File: src/rtl/sync_fifo_ram.sv
// Synchronous FIFO on an inferred simple dual-port RAM with a registered read,
// optional second output register, occupancy flags and overflow/underflow pulses.
module sync_fifo_ram #(
  parameter int    DATA_WIDTH        = 8,
  parameter int    ADDR_WIDTH        = 9,
  parameter string OUTPUT_REG        = "TRUE",
  parameter int    PROG_FULL_THRESH  = (2 ** ADDR_WIDTH) - 4,
  parameter int    PROG_EMPTY_THRESH = 4
) (
  input  logic                  clk,
  input  logic                  rst,
  input  logic                  wr_en,
  input  logic [DATA_WIDTH-1:0] wdata,
  input  logic                  rd_en,
  output logic [DATA_WIDTH-1:0] rdata,
  output logic                  rvalid,
  output logic [ADDR_WIDTH:0]   count,
  output logic                  full,
  output logic                  empty,
  output logic                  prog_full,
  output logic                  prog_empty,
  output logic                  overflow,
  output logic                  underflow
);

  localparam int                DEPTH     = 2 ** ADDR_WIDTH;
  localparam bit                TWO_STAGE = (OUTPUT_REG == "TRUE");
  localparam logic [ADDR_WIDTH:0] DEPTH_C = (ADDR_WIDTH + 1)'(DEPTH);
  localparam logic [ADDR_WIDTH:0] PF_C    = (ADDR_WIDTH + 1)'(PROG_FULL_THRESH);
  localparam logic [ADDR_WIDTH:0] PE_C    = (ADDR_WIDTH + 1)'(PROG_EMPTY_THRESH);
  localparam logic [ADDR_WIDTH:0] ONE     = (ADDR_WIDTH + 1)'(1);

  logic [DATA_WIDTH-1:0] mem [DEPTH];
  logic [ADDR_WIDTH:0]   wr_ptr;
  logic [ADDR_WIDTH:0]   rd_ptr;
  logic                  wr_acc;
  logic                  rd_acc;
  logic [DATA_WIDTH-1:0] data_p1;
  logic [DATA_WIDTH-1:0] data_p2;
  logic                  vld_p1;
  logic                  vld_p2;

  // Flags come straight from the registered count so they move with it.
  assign full       = (count == DEPTH_C);
  assign empty      = (count == '0);
  assign prog_full  = (count >= PF_C);
  assign prog_empty = (count <= PE_C);

  assign wr_acc = wr_en && !full && !rst;
  assign rd_acc = rd_en && !empty && !rst;

  // RAM contents survive reset; only the pointers are cleared.
  always_ff @(posedge clk) begin
    if (wr_acc) begin
      mem[wr_ptr[ADDR_WIDTH-1:0]] <= wdata;
    end
  end

  always_ff @(posedge clk) begin
    if (rst) begin
      wr_ptr    <= '0;
      rd_ptr    <= '0;
      count     <= '0;
      overflow  <= 1'b0;
      underflow <= 1'b0;
    end else begin
      if (wr_acc) wr_ptr <= wr_ptr + ONE;
      if (rd_acc) rd_ptr <= rd_ptr + ONE;
      case ({wr_acc, rd_acc})
        2'b10:   count <= count + ONE;
        2'b01:   count <= count - ONE;
        default: count <= count;
      endcase
      overflow  <= wr_en && full;
      underflow <= rd_en && empty;
    end
  end

  // ---- stage p1: registered RAM read ----
  always_ff @(posedge clk) begin
    if (rst) begin
      vld_p1  <= 1'b0;
      data_p1 <= '0;
    end else begin
      vld_p1 <= rd_acc;
      if (rd_acc) data_p1 <= mem[rd_ptr[ADDR_WIDTH-1:0]];
    end
  end

  // ---- stage p2: optional output register ----
  always_ff @(posedge clk) begin
    if (rst) begin
      vld_p2  <= 1'b0;
      data_p2 <= '0;
    end else begin
      vld_p2 <= vld_p1;
      if (vld_p1) data_p2 <= data_p1;
    end
  end

  assign rdata  = TWO_STAGE ? data_p2 : data_p1;
  assign rvalid = TWO_STAGE ? vld_p2  : vld_p1;

endmodule

File: config.mk
export PLATFORM = sky130hd
export DESIGN_NAME = sync_fifo_ram
export DESIGN_NICKNAME = d
export VERILOG_FILES = /design/src/rtl/sync_fifo_ram.sv
export SDC_FILE = /design/constraint.sdc
export NUM_CORES = 2
export LEC_CHECK = 0
export BUFFER_PORTS_ARGS = -buffer_cell sky130_fd_sc_hd__buf_2
export CAP_MARGIN = 20
export CELL_PAD_IN_SITES_DETAIL_PLACEMENT = 0
export CELL_PAD_IN_SITES_GLOBAL_PLACEMENT = 2
export CORE_MARGIN = 1.5
export CORE_UTILIZATION = 40
export DETAILED_ROUTE_END_ITERATION = 8
export PLACE_DENSITY_LB_ADDON = 0.25
export SYNTH_ARGS = -nofsm -noshare
export SYNTH_HDL_FRONTEND = slang
export SYNTH_SLANG_ARGS = --single-unit
export TNS_END_PERCENT = 30
File: constraint.sdc
create_clock -name clk -period 4 [get_ports clk]
set_clock_uncertainty 0.15 [all_clocks]
set_input_delay 0.2 -clock clk [delete_from_list [all_inputs] [get_ports clk]]
set_output_delay 0.2 -clock clk [all_outputs]
set_load 0.05 [all_outputs]
==> impl_results.md <==
* Slew Viols, Final at 0
* CP Cell Sequence: buf_16, buf_4, mux4_2, a221oi_1, a221o_1, a221oi_1, buf_4, a2111oi_1, buf_4, a311oi_1
* R2R depth at 10
* Starting DRT DRC Count at between 10000 and 15000
* P&R area growth vs syn at 16.4%
* Slew @ Worst Pin at 1200 ps
* Final period util at 98.9%
* WHS Endpoint: vld_p1$_SDFF_PP0_
* Clk Latency, worst-skew pair at 1000 ps
* Post-synth top area cell: edfxtp_1
* Filler cells at roughly 33000
* Pwr Total at around 110 mW
* Number of buffers created by CTS at 434
* GRT overflow at 0
* Worst setup SP type: flop
* Initial antenna violation count at 34
* Setup crit end kind: flop
* TritonCTS clock tree: done
* DRC at 0
* Setup TNS at 0 ps
* Area after DPL at between 150000 and 200000 sq um
* Hold Crit Class: in -> reg
* RSZ-0062 raised after global routing: yes
* Synthesized flop and latch total at roughly 4100
* Via Count at 84300
* Top delay family on crit path: compound AO/OA/AOI/OAI gates
* H-tree lvl count at 5
* WHS Path Cells at 5
* Peak Freq at 0.253 GHz
* Max-Cap Viols at 0
* Final hold vios at 0
* Die height at about 640 microns
* # IOs at 37
* Worst R2R Start: rd_ptr[0]$_SDFFE_PP0P_
* EDFF count, synth at 4096
* Fin nets at 8525
* Worst r2r dst: data_p1[2]$_SDFFE_PP0P_
* CP arrival at 4650 ps
* Pre-CTS setup slack at -285 ps
* Leakage Power at 58.1 nW
* Root buf cell: clkbuf_16
* Critical path class: reg -> reg
* Most frequent cells in the layout: edfxtp_1 (4096), mux4_2 (918), buf_4 (628), nor2_1 (594), clkbuf_16 (437)
* Status: completed
* Max VDD drop at 398 uV
* Layout Utilization at 46.7%
* Post-CTS Setup Bufs at 0
* Post-Syn Instances at 7714
* WL final at 508 mm
* First-pass GRT wire length at 702 mm
* R2R Setup Slk at 40 ps
* Post-synthesis cell area at around 160000 sq um
* PD cells at 565 nW/um^2
* Final setup vio count at 0
* Wirelength per Cell at 35.9 microns
* Die X at about 640 microns
* Initial core utilization at 40.1%
* Rows at approximately 230
* Deepest clock path buffer count at 4
* Critical path's slowest cell: a221oi_1
* Post-DP HPWL at 328 mm
* Share of layout cells above drive strength 1 at 27.8%
* Async set-or-reset flop fraction in the synthesized netlist at 0%
* Pin count of the biggest net entering global routing at around 120
* Die area at 407000 sq um
* Final Instance Area at 188000 sq um
* Top_reg_cell synth: edfxtp_1
* Most frequent CP cell: buf_4
* Syn Nets at 7741
* CP max stage delay at 740 ps
* Vias/cell at 5.96
* RD Place Congestion at 0.868
* Drt first pass iters at 6
* CTS clk-pin slew, worst paths at 60 ps
* Clock sinks at 4144
* Buf/Inv on CP at 4
* Core Footprint at 402000 sq um
* Library cells used by synthesis at 86
* Gr usage total at 24.7%
* Top-area cell type share of the netlist area at 76.2%
* Crit path max fanout at 17
* Antenna-violating nets left at 0
* Mean Syn Cell Area at 20.9 sq um
* I/O Buffers at 36
* Final WS setup at 42.7 ps
* Final Critical Period at about 4000 ps
* Dpl cells at 13300
* Finished Layout Cells at approximately 14000
* Most common cell after layout, fill and taps aside: edfxtp_1
* Worst EP required at 4700 ps
* Slew HR at 19.8%
* Register area share after synthesis at a little under 80%
* Synth top area cells: edfxtp_1 (76%), mux4_2 (13%), mux2i_1 (1.9%)
* Vias in the first global route at 84500
* Ys Warns at 0
* HP Start: rd_en
* Final hold slack at 103 ps
## Yosys cell counts (11+ instances only)
cell type	n
clkbuf_1	217
edfxtp_1	4096
nand4_1	15
buf_8	17
o21ai_0	52
xnor2_1	15
nand2_1	192
nor2b_1	22
a221oi_1	85
mux2_2	31
a22o_1	42
dfxtp_1	48
nor3_1	37
ha_1	14
o221ai_1	35
o21ai_1	17
o211ai_1	13
and3_1	11
buf_2	123
a221o_1	11
a21oi_1	114
mux2i_1	314
buf_6	53
buf_1	29
o22ai_1	91
a22oi_1	125
a2111oi_0	14
mux4_2	918
inv_1	20
a31oi_1	15
a211o_1	11
buf_4	42
nor4_1	11
nor2_1	599
a211oi_1	30
buf_12	16
and2_1	11
nand3_1	52
## power by group
part           internal (mW)  switching (mW)
clock network           22.9            17.0
registers               47.8           0.257
logic                   8.39            9.74
## how the worst max path moves through the flow
stage	from	to	slack [ps]	depth (start not counted)
after floorplan	count[9]$_SDFFE_PP0P_	count[9]$_SDFFE_PP0P_	60	16
after global placement	rd_ptr[0]$_SDFFE_PP0P_	data_p1[1]$_SDFFE_PP0P_	-400	9
after detailed placement	rd_ptr[0]$_SDFFE_PP0P_	data_p1[1]$_SDFFE_PP0P_	-290	9
after CTS	rd_ptr[0]$_SDFFE_PP0P_	data_p1[1]$_SDFFE_PP0P_	4	9
after global routing	rd_ptr[0]$_SDFFE_PP0P_	data_p1[4]$_SDFFE_PP0P_	-10	12
final	rd_ptr[0]$_SDFFE_PP0P_	data_p1[2]$_SDFFE_PP0P_	40	10
## state kept, by name (all words and copies together) (netlist names)
| name | flops |
|---|---|
| rvalid | 1 |
| rd_ptr | 9 |
| data_p1 | 8 |
| vld_p1 | 1 |
| overflow | 1 |
| mem | 4096 |
| rdata | 8 |
| count | 10 |
| wr_ptr | 9 |
| underflow | 1 |
## final cells by class
class,count,area [sq um],area share [%]
timing repair buffer,846,8460,4.50
clock inverter,247,2480,1.32
inverter,23,100,0.0533
antenna,12,30.0,0.0160
multi-input combinational,3049,34600,18.4
tap,5287,6620,3.52
clock buffer,547,11500,6.13
sequential,4144,124000,66.1
## worst reg2reg max path: cells and delay by family (launching register included)
family                 cells  cell delay [ps]
multiplexers               1              520
flip-flops                 1              570
buffers and inverters      4              990
AO/OA/AOI/OAI              5             1600
## what timing repair did
| item | 4_1_cts | 5_1_grt |
|---|---|---|
| endpoints found under the setup margin | 2 | 7 |
| hold endpoints to repair | 2508 | 0 |
| hold buffers | 15 | 0 |
| resized for setup | 5 | 14 |
| cloned | 0 | 0 |
## layer usage
| metal | share of wire, % | vias to the layer above | global-route usage (%) |
|---|---|---|---|
| met3 | 8.5 | 666 | 4.29 |
| met5 | 0.012 | - | 0 |
| met2 | 47 | 3932 | 39.3 |
| met4 | 3.0 | 10 | 6.65 |
| met1 | 41 | 45900 | 35.4 |
| li1 | - | 33800 | - |
## cells by family (layout without fill, tap and decap cells)
kind of cell / Yosys count / count (layout) / synth area share, %
flip-flops: 4144 / 4144 / 76.8
XOR/XNOR: 23 / 23 / 0.125
adder cells (fa/ha/maj): 15 / 15 / 0.121
AO/OA/AOI/OAI: 748 / 748 / 3.38
AND/OR/NAND/NOR: 1000 / 1000 / 2.63
multiplexers: 1263 / 1263 / 15.0
buffers and inverters: 521 / 1663 / 1.93
other: 0 / 12 / 0
Note: power is estimated with default switching activity, not from simulation.
